==> src/rtl/posit_mult_core.sv <==
// posit_mult_core: iterative shift-add posit mantissa multiply, normalise and scale sum (optional clamp via POSIT_MULT_SATURATE_EN)
module posit_mult_core #(
    parameter int N  = 8,
    parameter int ES = 4,
    parameter int RS = $clog2(N)
) (
    input  logic                 clk,
    input  logic                 rst_n,
    input  logic                 in_valid,
    output logic                 in_ready,
    input  logic                 S1,
    input  logic                 S2,
    input  logic [RS:0]          K1,
    input  logic [RS:0]          K2,
    input  logic [ES-1:0]        E1,
    input  logic [ES-1:0]        E2,
    input  logic [N-1:0]         M1,
    input  logic [N-1:0]         M2,
    input  logic                 Inf1,
    input  logic                 Inf2,
    input  logic                 Zero1,
    input  logic                 Zero2,
    output logic                 out_valid,
    input  logic                 out_ready,
    output logic [2*N-1:0]       Mult_Mant_N,
    output logic [RS+ES+1:0]     Total_EO,
    output logic [ES-1:0]        E_O,
    output logic [RS:0]          R_O,
    output logic                 inf,
    output logic                 zero,
    output logic                 Operation
`ifdef POSIT_MULT_SATURATE_EN
    ,
    output logic                 sat_flag
`endif
);
    localparam int TW = RS + ES + 2;
    localparam int CW = $clog2(N);
    typedef enum logic [1:0] {IDLE, MUL, NORM, DONE} state_t;
    state_t state, state_n;
    logic [RS:0] k1_q, k2_q;
    logic [ES-1:0] e1_q, e2_q;
    logic [N-1:0] m1_q, m2_q;
    logic [2*N-1:0] acc;
    logic [CW-1:0] cnt;
    logic special, ovf, sat;
    logic signed [RS+ES:0] ke1, ke2;
    logic signed [TW-1:0] raw, tot;
    logic [RS:0] rg, r_o_n;
    assign in_ready  = state == IDLE;
    assign out_valid = state == DONE;
    assign special   = Inf1 | Inf2 | Zero1 | Zero2;
    always_comb begin
        state_n = state;
        case (state)
            IDLE:    state_n = in_valid ? (special ? DONE : MUL) : IDLE;
            MUL:     state_n = cnt == CW'(N-1) ? NORM : MUL;
            NORM:    state_n = DONE;
            default: state_n = out_ready ? IDLE : DONE;
        endcase
    end
    // the scale is the signed concatenation {k, e}; a mantissa overflow adds one
    always_comb begin
        ovf = acc[2*N-1];
        ke1 = {k1_q, e1_q};
        ke2 = {k2_q, e2_q};
        raw = TW'(ke1) + TW'(ke2) + TW'(ovf);
`ifdef POSIT_MULT_SATURATE_EN
        sat = (raw > TW'((N-1)*(2**ES)-1)) || (raw < TW'(-(N-1)*(2**ES)));
        tot = raw > TW'((N-1)*(2**ES)-1) ? TW'((N-1)*(2**ES)-1) :
              raw < TW'(-(N-1)*(2**ES))  ? TW'(-(N-1)*(2**ES))  : raw;
`else
        sat = 1'b0;
        tot = raw;
`endif
        rg    = tot[ES+RS:ES];
        r_o_n = tot[TW-1] ? -rg : rg + (RS+1)'(1);
    end
    always_ff @(posedge clk) begin
        if (!rst_n) begin
            state       <= IDLE;
            k1_q        <= '0;
            k2_q        <= '0;
            e1_q        <= '0;
            e2_q        <= '0;
            m1_q        <= '0;
            m2_q        <= '0;
            acc         <= '0;
            cnt         <= '0;
            Mult_Mant_N <= '0;
            Total_EO    <= '0;
            E_O         <= '0;
            R_O         <= '0;
            inf         <= 1'b0;
            zero        <= 1'b0;
            Operation   <= 1'b0;
`ifdef POSIT_MULT_SATURATE_EN
            sat_flag    <= 1'b0;
`endif
        end else begin
            state <= state_n;
            if (state == IDLE && in_valid) begin
                k1_q        <= K1;
                k2_q        <= K2;
                e1_q        <= E1;
                e2_q        <= E2;
                m1_q        <= M1;
                m2_q        <= M2;
                acc         <= '0;
                cnt         <= '0;
                Mult_Mant_N <= '0;
                Total_EO    <= '0;
                E_O         <= '0;
                R_O         <= '0;
                Operation   <= S1 ^ S2;
                inf         <= Inf1 | Inf2;
                zero        <= !(Inf1 | Inf2) && (Zero1 | Zero2);
`ifdef POSIT_MULT_SATURATE_EN
                sat_flag    <= 1'b0;
`endif
            end
            if (state == MUL) begin
                acc <= acc + (m2_q[cnt] ? (2*N)'(m1_q) << cnt : '0);
                cnt <= cnt + CW'(1);
            end
            if (state == NORM) begin
                Mult_Mant_N <= ovf ? acc : acc << 1;
                Total_EO    <= tot;
                E_O         <= tot[ES-1:0];
                R_O         <= r_o_n;
`ifdef POSIT_MULT_SATURATE_EN
                sat_flag    <= sat;
`endif
            end
        end
    end
endmodule
==> config.mk <==
export PLATFORM = sky130hd
export DESIGN_NAME = posit_mult_core
export DESIGN_NICKNAME = d
export VERILOG_FILES = /design/src/rtl/posit_mult_core.sv
export SDC_FILE = /design/constraint.sdc
export NUM_CORES = 1
export LEC_CHECK = 0
export BUFFER_PORTS_ARGS = -buffer_cell sky130_fd_sc_hd__buf_2
export CAP_MARGIN = 10
export CORE_ASPECT_RATIO = 1.25
export CORE_MARGIN = 10
export CORE_UTILIZATION = 45
export DETAILED_ROUTE_END_ITERATION = 10
export PLACE_DENSITY = 0.66
export REMOVE_ABC_BUFFERS = 1
export SETUP_SLACK_MARGIN = 0.3
export SYNTH_ARGS = -nofsm -noshare
export SYNTH_HDL_FRONTEND = slang
export SYNTH_SLANG_ARGS = --single-unit
export TNS_END_PERCENT = 30
==> constraint.sdc <==
create_clock -name clk -period 3.7 [get_ports clk]
set_clock_uncertainty 0.2 [all_clocks]
set_input_delay 0.185 -clock clk [delete_from_list [all_inputs] [get_ports clk]]
set_output_delay 0.185 -clock clk [all_outputs]
set_load 0.01 [all_outputs]
==> results of run 1 <==
[Yosys cell counts, types with 3 or more instances]
| cell type | instances | area [sq um] |
|---|---|---|
| a211oi_1 | 3 | 22.5 |
| a21boi_0 | 41 | 308 |
| a21o_1 | 6 | 45.0 |
| a21oi_1 | 26 | 130 |
| a21oi_2 | 7 | 61.3 |
| and2_1 | 32 | 200 |
| and3_1 | 3 | 18.8 |
| buf_2 | 18 | 90.1 |
| buf_4 | 5 | 37.5 |
| clkbuf_1 | 19 | 71.3 |
| dfxtp_1 | 85 | 1700 |
| fa_1 | 3 | 60.1 |
| ha_1 | 26 | 325 |
| inv_1 | 16 | 60.1 |
| mux2_2 | 4 | 45.0 |
| mux2i_1 | 23 | 230 |
| nand2_1 | 93 | 349 |
| nand2b_1 | 11 | 68.8 |
| nand3_1 | 47 | 235 |
| nor2_1 | 36 | 135 |
| nor2b_1 | 6 | 37.5 |
| nor3_1 | 4 | 20.0 |
| nor3b_1 | 4 | 30.0 |
| o211a_1 | 3 | 30.0 |
| o21a_1 | 4 | 30.0 |
| o21ai_0 | 38 | 190 |
| o21ai_1 | 9 | 45.0 |
| o21bai_1 | 5 | 37.5 |
| xnor2_1 | 10 | 87.6 |
| xor2_1 | 3 | 26.3 |
[flip-flops by register name, indices dropped and copies added, names as in the netlist]
register / cells
acc: 16
k1_q: 4
k2_q: 4
R_O: 4
m1_q: 8
e2_q: 4
Operation: 1
cnt: 3
state: 2
m2_q: 8
zero: 1
Mult_Mant_N: 16
e1_q: 4
Total_EO: 9
inf: 1
[power by group]
| group | internal, mW | switching [mW] |
|---|---|---|
| combinational | 0.139 | 0.186 |
| sequential | 0.951 | 0.0280 |
| clock | 0.482 | 0.345 |
| total | 1.57 | 0.560 |
[worst reg2reg max path: stages, from the launching register on]
cell	delay, ns
dfxtp_2	0.37
mux4_2	0.51
nand2b_1	0.17
and2_2	0.24
a21oi_1	0.07
ha_1	0.33
a21o_1	0.19
a21oi_2	0.22
o21a_1	0.18
o211ai_2	0.10
a21oi_2	0.19
o32ai_2	0.12
mux2i_1	0.15
[per-stage QoR]
step / power, mW / cells
floorplan: 1.18 / 573
global placement: 1.29 / 797
detailed placement: 1.30 / 797
CTS: 2.15 / 846
global route: 2.23 / 846
finish: 2.13 / 846
[kinds of logic after synthesis]
group	count (synthesis)	synth area share (%)
adder cells (fa/ha/maj)	29	7.69
XOR/XNOR	15	2.92
buffers and inverters	59	5.24
AO/OA/AOI/OAI	156	21.0
flip-flops	85	33.9
AND/OR/NAND/NOR	243	22.8
multiplexers	29	6.39
[cell usage in the layout, fill, tap and decap left out, types with 11 or more instances in the layout]
cell           count
nand2b_1          11
dlygate4sd3_1     35
nand3_1           47
ha_1              26
nor2_1            36
and2_1            31
o21ai_0           38
buf_2             79
inv_1             16
dfxtp_1           83
nand2_1           92
a21boi_0          41
a21oi_1           26
mux2i_1           23
[final timing paths]
| kind | slack [ns] | end | cells after the start | start |
|---|---|---|---|---|
| max | 0.54 | acc[15] | 12 | cnt[0] |
| min | 0.004 | Operation | 4 | S1 |
| max reg2reg | 0.54 | acc[15] | 12 | cnt[0] |
| min reg2reg | 0.27 | k2_q[2] | 2 | k2_q[2] |
[final cells by class]
class	instances	area, sq um
Clock buffer	12	256
Clock inverter	2	10.0
Fill cell	1056	4900
Inverter	16	60.1
Multi-Input combinational cell	472	3050
Sequential cell	85	1700
Tap cell	135	169
Timing Repair Buffer	124	825
[what timing repair did]
| action | 4_1_cts | 5_1_grt |
|---|---|---|
| resized for setup | 0 | 4 |
| setup endpoints to repair | 0 | 9 |
| hold buffers | 35 | 0 |
| endpoints found under the hold margin | 35 | 0 |
[metal layers]
layer	part of all wire (%)	vias to the layer above
li1	-	2299
met2	49	58
met5	0	-
met3	3.3	15
met4	1.9	0
met1	46	1998
==> reports/results.ini, run 1 <==
[synthesis]
syn_inst = 616
synth_ff_type = dfxtp_1
yosys_register_bits = 85
ys_seq_area_share_pct = 33.9
ys_types = 51
async_flop_share_pct = 0
yosysWarnings = 0
synthesis.area_sq_mm = 0.00501
syn_avg_cell_area_sq_um = 8.14
synth_edf_count = 0

[global_route]
met3_usage_pct = 3.20
grt_overflow = 0
busiest_layer = met2
grtUsageMet2_pct = 26.9
gr-usage-met1_pct = 18.6
first_global_vias = 4306
antenna_found_initial = 0
grt_max_degree = 48
grt_pass1_wl_um = 20400
grtUsageTotal_pct = 15.7

[clock_tree]
cts_buffer_depth = 2
clkTransAtPathRegs_ns = 0.06
cts_made_buffers = 9
root_buffer = clkbuf_16
post-cts-setup-buffers = 0
clock_sinks = 85
clock_latency_ns = 0.34
cts_tree = yes
htree_levels = 3

[timing]
rsz0062_at_grt = false
hold_violations = 0
min_period_over_period_pct = 85.3
setup_viol = 0
hold-worst-slack_ns = 0.00353
setup_slack_ns = 0.543
slew_headroom_pct = 38.3
period_minus_slack_ns = 3.16
worstMarginPinSlew_ns = 0.911
slew_violations = 0
fmax_mhz = 317
setup_tns_ns = 0

[finish]
syn2layout_area_growth_pct = 21.2
final_net_count = 779
stdcell_area_sq_mm = 0.00608
drive_gt1_share_pct = 18.0
antenna_cells = 0
utilization_pct = 55.4

[drt]
wirelength_um = 12200
avgViaCountPerCell = 5.17
drt_iter0_markers = 150
dr.pass1.iters = 4
post_drt_wl_per_cell_um = 14.4
antenna_left = 0
drc_errors = 0
route.vias.total = 4370

[critical_path]
slowest_stage = mux4_2
cp_slowest_stage_delay_ns = 0.51
worst-endpoint-required_ns = 3.72
crit_path_end_kind = register
path_max_fanout = 7
critPathKind = register to register
cp_num_buf_inv = 0
crit_chain = mux4_2 > nand2b_1 > and2_2 > a21oi_1 > ha_1 > a21o_1 > a21oi_2 > o21a_1 > o211ai_2 > a21oi_2 > o32ai_2 > mux2i_1
cp-start-kind = register
critical-path-top-delay-family = compound AO/OA/AOI/OAI gates
arrival_ns = 3.18
crit_top_cell = a21oi_2

[power]
peakVddDrop_mv = 0.357
power.density_mw_per_mm2 = 351
leakagePower_nw = 2.54

[worst_hold_path]
hold_class = input port to register

[die]
die-area_sq_mm = 0.0158
coreArea_sq_mm = 0.0110
initial_utilization_pct = 45.7
die_w_um = 114
io_pins = 80
rows = 43
die_y_um = 138

[status]
status = complete, no violations

[place]
dp_slack_ns = 0.353
place.gp.congestion = 0.903
port_buffers = 79
place_area_sq_mm = 0.00545
dp_hpwl_um = 8960

[run]
drv_cap = 0

Power figures use the tool's default switching activity.
==> inputs of run 2 (changes only) <==
Settings changed: ABC_AREA set to 1.
==> run 2 against run 1 <==
  * Die area decreased by 2.5%
  * First-iteration DRC count rose by 34%
  * Register-to-register slack improved by 0.06 ns
  * Highest routed layer unchanged
  * Utilization grew 1.0 points
==> reports/results.ini, run 2 <==
[status]
status = complete, no violations

[global_route]
first_global_vias = 4678  ; +8.6%
antenna_found_initial = 0  ; unchanged
grt_pass1_wl_um = 22200  ; +8.8%
grt_overflow = 0  ; unchanged
grtUsageTotal_pct = 17.5  ; +1.8 points
gr-usage-met1_pct = 19.8  ; +1.2 points
met3_usage_pct = 3.26  ; +0.059 points
grt_max_degree = 41  ; -15%
grtUsageMet2_pct = 31.3  ; +4.4 points
busiest_layer = met2

[critical_path]
cp-start-kind = register
crit_path_end_kind = register
r2r_end = acc[6]
reg2reg_slack_ns = 0.61  ; +0.06 ns
critPathKind = register to register
path_max_fanout = 17  ; +10
rr_worst_depth = 14  ; +2
r2r_start = cnt[0]
arrival_ns = 3.12  ; -0.06 ns
worst-endpoint-required_ns = 3.73  ; about the same

[die]
die-area_sq_mm = 0.0154  ; -2.5%
rows = 42  ; -2.3%
die_y_um = 136  ; -1.3%
initial_utilization_pct = 46.0  ; +0.38 points
coreArea_sq_mm = 0.0106  ; -3.8%
die_w_um = 113  ; -1.2%
io_pins = 80  ; unchanged

[timing]
setup_viol = 0  ; unchanged
worstMarginPinSlew_ns = 0.928  ; +0.0169 ns
slew_violations = 0  ; unchanged
setup_tns_ns = 0  ; unchanged
fmax_mhz = 323  ; +2.0%
min_period_over_period_pct = 83.6  ; -1.7 points
hold-worst-slack_ns = 0.0288  ; +0.0253 ns
hold_violations = 0  ; unchanged
slew_headroom_pct = 38.1  ; -0.23 points
rsz0062_at_grt = false
period_minus_slack_ns = 3.09  ; -0.0625 ns

[finish]
reg_top3 = Mult_Mant_N x16, acc x16, Total_EO x9
syn2layout_area_growth_pct = 22.5
final_net_count = 869  ; +12%
antenna_cells = 0  ; unchanged
layout_commonest_cell = nand2_1
stdcell_area_sq_mm = 0.00596  ; -2.0%
fin_cells = 935  ; +11%
mostFrequentLayoutCells = 120 x nand2_1, 93 x nor2_1, 90 x a21oi_1
drive_gt1_share_pct = 17.6  ; -0.44 points

[synthesis]
ys_seq_area_share_pct = 35.0  ; +1.0 points
synth_edf_count = 0  ; unchanged
synth_mux_area_share_pct = 0.617  ; -5.8 points
ys_types = 44  ; -14%
synthTopCellsByCount = 120 x nand2_1, 93 x nor2_1, 90 x a21oi_1, 85 x dfxtp_1, 84 x o21ai_0
yosys_register_bits = 85  ; unchanged
yosysTopAreaCell = dfxtp_1
async_flop_share_pct = 0  ; unchanged
synth_fa_ha_area_share_pct = 7.92  ; +0.24 points
synth_compound_area_share_pct = 21.6  ; +0.62 points
synth_area_leaders = dfxtp_1 35%, a21oi_1 9.3%, nand2_1 9.3%
synth_top_family_by_area = simple AND/OR/NAND/NOR gates
synth.most_common_cell = nand2_1
synth_xor_xnor_area_share_pct = 0.875  ; -2.0 points
syn_avg_cell_area_sq_um = 6.98  ; -14%
synth_ff_type = dfxtp_1
synth_top_area_share_pct = 35.0  ; +1.0 points
syn_inst = 697  ; +13%
synthesis.area_sq_mm = 0.00486  ; -3.0%
yosysWarnings = 0  ; unchanged
synth_simple_gate_area_share_pct = 24.9  ; +2.0 points

[power]
power.density_mw_per_mm2 = 429  ; +22%
leakagePower_nw = 2.70  ; +6.3%
p_total_mw = 2.55  ; +20%
peakVddDrop_mv = 0.289  ; -19%

[worst_hold_path]
hold_class = input port to register
hold_start = Zero1
min_to = state[1]
hold_path_depth = 5  ; +1

[drt]
wirelength_um = 13500  ; +11%
post_drt_wl_per_cell_um = 14.4  ; about the same
avgViaCountPerCell = 5.13  ; -0.76%
antenna_left = 0  ; unchanged
dr.pass1.iters = 5  ; +1
drt_iter0_markers = 201  ; +34%
drc_errors = 0  ; unchanged
route.vias.total = 4793  ; +9.7%

[clock_tree]
clock_latency_ns = 0.34  ; about the same
htree_levels = 3  ; unchanged
cts_tree = yes
clock_sinks = 85  ; unchanged
cts_made_buffers = 9  ; unchanged
cts_buffer_depth = 2  ; unchanged
root_buffer = clkbuf_16
clkTransAtPathRegs_ns = 0.06  ; about the same

[run]
drv_cap = 0  ; unchanged

[place]
place_area_sq_mm = 0.00526  ; -3.6%
dp_hpwl_um = 9930  ; +11%
placedCellCount = 877  ; +10%
place.gp.congestion = 0.932  ; +3.3%
port_buffers = 79  ; unchanged

[run 2: timing repair]
| item | CTS | global route |
|---|---|---|
| buffers inserted | 0 | 3 |
| endpoints found under the hold margin | 36 | 0 |
| setup endpoints to repair | 0 | 10 |
| gates resized for setup | 0 | 3 |
| hold buffers | 39 | 0 |
[run 2: cell type report]
cell class	count	area, sq um
Clock buffer	13	260
Clock inverter	3	20.0
Fill cell	1024	4610
Inverter	63	243
Multi-Input combinational cell	513	2720
Sequential cell	85	1710
Tap cell	132	165
Timing Repair Buffer	126	846
[run 2: report_power, final]
part / switching [mW] / internal [mW]
Combinational: 0.408 / 0.237
Sequential: 0.0543 / 0.988
Clock: 0.376 / 0.491
Total: 0.839 / 1.72
[run 2: worst max-delay path by stage]
stage / slack, ns / from / endpoint / cells after the start
finish: 0.61 / cnt[0] / acc[6] / 14
global route: 0.32 / cnt[0] / acc[15] / 16
global placement: 0.49 / cnt[0] / acc[6] / 14
floorplan: 0.77 / cnt[1] / acc[15] / 16
CTS: 0.34 / cnt[0] / acc[6] / 14
detailed placement: 0.34 / cnt[0] / acc[6] / 14
[run 2: routing by layer]
layer	vias up	part of all wire, %
met1	2173	44
met2	101	50
met3	22	4.2
met4	0	2.1
li1	2497	-
met5	-	0
[run 2: stage by stage]
step / setup WS, ns / utilization [%]
2_1_floorplan: 0.769 / -
3_3_place_gp: 0.487 / 49.8
3_5_place_dp: 0.341 / 49.8
4_1_cts: 0.338 / 56.1
5_1_grt: 0.315 / 56.4
6_report: 0.605 / 56.4
[run 2: critical path: stages, from the launching register on]
cell and delay, ns:
dfxtp_4 0.45, inv_2 0.11, o21ai_0 0.19, o22ai_1 0.11
nand2_1 0.16, nand2_1 0.16, o21ai_0 0.11, inv_1 0.06
ha_1 0.34, a21oi_1 0.22, o21ai_0 0.19, a21o_1 0.25
or2_2 0.28, nand3_1 0.07, a21oi_1 0.06
[run 2: logic make-up (layout without fill, tap and decap cells)]
logic type                 Yosys count  count (layout)
muxes                                3               3
buffers and inverters               99             205
AOI/OAI and AO/OA                  199             199
DFF                                 85              85
xor gates and xnor gates             4               4
adders and majority gates           29              29
and+or+nand+nor                    278             278
==> inputs of run 3 (changes only) <==
Settings changed: PLACE_DENSITY 0.66 to 0.69.
Clock period 3.7 ns to 2.69 ns, I/O delays scaled along.
==> run 3 against run 2 <==
  * The run now ends with negative setup slack left
  * Sequential share of layout area decreased by 3.3 points
  * Sequential power increased by 38%
  * Clock power increased by 48%
  * Critical path depth unchanged
  * Utilization increased by 7.4 points
  * Register-to-register slack got worse by 0.63 ns
  * Non-clock buffer count increased by 49
  * Final cell count increased by 5.3%
  * Setup slack got worse by 0.63 ns
  * Global-route usage increased by 1.8 points
  * Sequential cell count unchanged
  * Power increased by 50%
  * Critical endpoint is now acc[12]
  * Highest routed layer unchanged
==> reports/results.ini, run 3 (synthesis gave the netlist of run 2 again) <==
[clock_tree]
cts_made_buffers = 9  ; unchanged
cts_buffer_depth = 2  ; unchanged
clkTransAtPathRegs_ns = 0.07  ; about the same
cts_tree = yes
htree_levels = 3  ; unchanged
clock_sinks = 85  ; unchanged
root_buffer = clkbuf_16
clock_latency_ns = 0.34  ; about the same

[critical_path]
slowest_stage = dfxtp_4
path_max_fanout = 7  ; -10
cp-start-kind = register
worst-endpoint-required_ns = 2.70  ; -1.03 ns
arrival_ns = 2.73  ; -0.39 ns
critical-path-top-delay-family = compound AO/OA/AOI/OAI gates
cp_num_buf_inv = 3  ; +1
cp_slowest_stage_delay_ns = 0.38  ; -0.07 ns
crit_path_end_kind = register
critPathKind = register to register
crit_chain = inv_4 > nor2_2 > o22ai_2 > nand2_2 > buf_6 > nor3_4 > inv_1 > fa_2 > o31ai_4 > nand3_1 > nand3_1 > a21oi_1 > o21ai_1 > a21oi_1

[die]
rows = 42  ; unchanged
die_w_um = 113  ; unchanged
initial_utilization_pct = 46.0  ; unchanged
die-area_sq_mm = 0.0154  ; unchanged
coreArea_sq_mm = 0.0106  ; unchanged
die_y_um = 136  ; unchanged
io_pins = 80  ; unchanged

[timing]
period_minus_slack_ns = 2.72  ; -0.377 ns
setup_tns_ns = -0.0570  ; -0.0570 ns
setup_viol = 4  ; +4
slew_headroom_pct = 63.8  ; +26 points
hold-worst-slack_ns = 0.113  ; +0.0837 ns
hold_violations = 0  ; unchanged
min_period_over_period_pct = 101  ; +17 points
worstMarginPinSlew_ns = 0.543  ; -0.385 ns
setup_slack_ns = -0.0277  ; -0.633 ns
fmax_mhz = 368  ; +14%
rsz0062_at_grt = true
slew_violations = 0  ; unchanged

[drt]
wirelength_um = 14900  ; +11%
dr.pass1.iters = 4  ; -1
route.vias.total = 5122  ; +6.9%
drc_errors = 0  ; unchanged
avgViaCountPerCell = 5.20  ; +1.4%
antenna_left = 0  ; unchanged
drt_iter0_markers = 246  ; +22%
post_drt_wl_per_cell_um = 15.1  ; +5.0%

[global_route]
grtUsageTotal_pct = 19.3  ; +1.8 points
grt_overflow = 0  ; unchanged
grt_max_degree = 49  ; +20%
busiest_layer = met2
antenna_found_initial = 0  ; unchanged
grt_pass1_wl_um = 24700  ; +12%
met3_usage_pct = 4.06  ; +0.79 points
gr-usage-met1_pct = 20.5  ; +0.67 points
grtUsageMet2_pct = 36.0  ; +4.7 points
first_global_vias = 5293  ; +13%

[run]
drv_cap = 0  ; unchanged

[power]
peakVddDrop_mv = 0.355  ; +23%
power.density_mw_per_mm2 = 568  ; +33%
leakagePower_nw = 3.00  ; +11%

[place]
dp_hpwl_um = 10400  ; +5.0%
port_buffers = 79  ; unchanged
placedCellCount = 920  ; +4.9%
place.gp.congestion = 0.957  ; +2.6%

[finish]
drive_gt1_share_pct = 29.8  ; +12 points
final_net_count = 919  ; +5.8%
regArea_sq_mm = 0.00171  ; +0.22%
fin_cells = 985  ; +5.3%
fillers = 934  ; -8.8%
syn2layout_area_growth_pct = 38.6
multi_input_area_sq_mm = 0.00308  ; +13%
mostFrequentLayoutCells = 110 x nand2_1, 85 x nor2_1, 81 x dfxtp_1
antenna_cells = 0  ; unchanged
layout_commonest_cell = nand2_1
reg_top3 = Mult_Mant_N x16, acc x16, Total_EO x9

[worst_hold_path]
hold_class = input port to register

[status]
status = finished with violations
failed_checks = negative setup slack

-- run 3: worst min-delay path, stage by stage --
cell	delay, ns
buf_2	0.28
o21ai_1	0.15
inv_1	0.04
-- run 3: area by class of cell --
class,instances,share of cell area (%)
sequential,85,25.3
inverter,63,3.60
timing repair buffer,175,18.3
tap,132,2.45
clock inverter,6,1.04
multi-input combinational,513,45.6
timing repair inverter,1,0.111
clock buffer,10,3.54
-- run 3: layer usage --
metal / share of wire, % / up-vias
li1: - / 2611
met1: 41 / 2358
met2: 53 / 123
met3: 3.5 / 30
met4: 2.7 / 0
met5: 0 / -
-- run 3: per-stage QoR --
step                      util [%]  worst slack (ns)  total power, mW  cell area, sq um
after floorplan                  -            -0.241             2.04              4660
after global placement        52.8            -0.387             2.36              5580
after detailed placement      52.8            -0.383             2.39              5580
after CTS                     62.3           0.00392             3.78              6580
after global routing          63.8            -0.242             4.04              6740
final                         63.8           -0.0277             3.83              6740
-- run 3: worst paths after layout --
kind,start,endpoint,slack [ns],cells past startpoint
hold reg to reg,Mult_Mant_N[5],Mult_Mant_N[5],0.26,2
setup / recovery,cnt[0],acc[12],-0.03,14
setup reg to reg,cnt[0],acc[12],-0.03,14
hold / removal,rst_n,R_O[0],0.11,3
-- run 3: power by group --
group | switching [mW] | internal, mW
sequential | 0.0788 | 1.36
combinational | 0.654 | 0.454
clock | 0.532 | 0.753
-- run 3: repair_timing --
| action | 4_1_cts | 5_1_grt |
|---|---|---|
| resized for setup | 69 | 44 |
| buffers inserted | 6 | 2 |
| gates cloned | 1 | 0 |
| setup endpoints to repair | 17 | 20 |
| endpoints found under the hold margin | 37 | 0 |
| hold buffers | 40 | 0 |
| pin swaps | 20 | 25 |
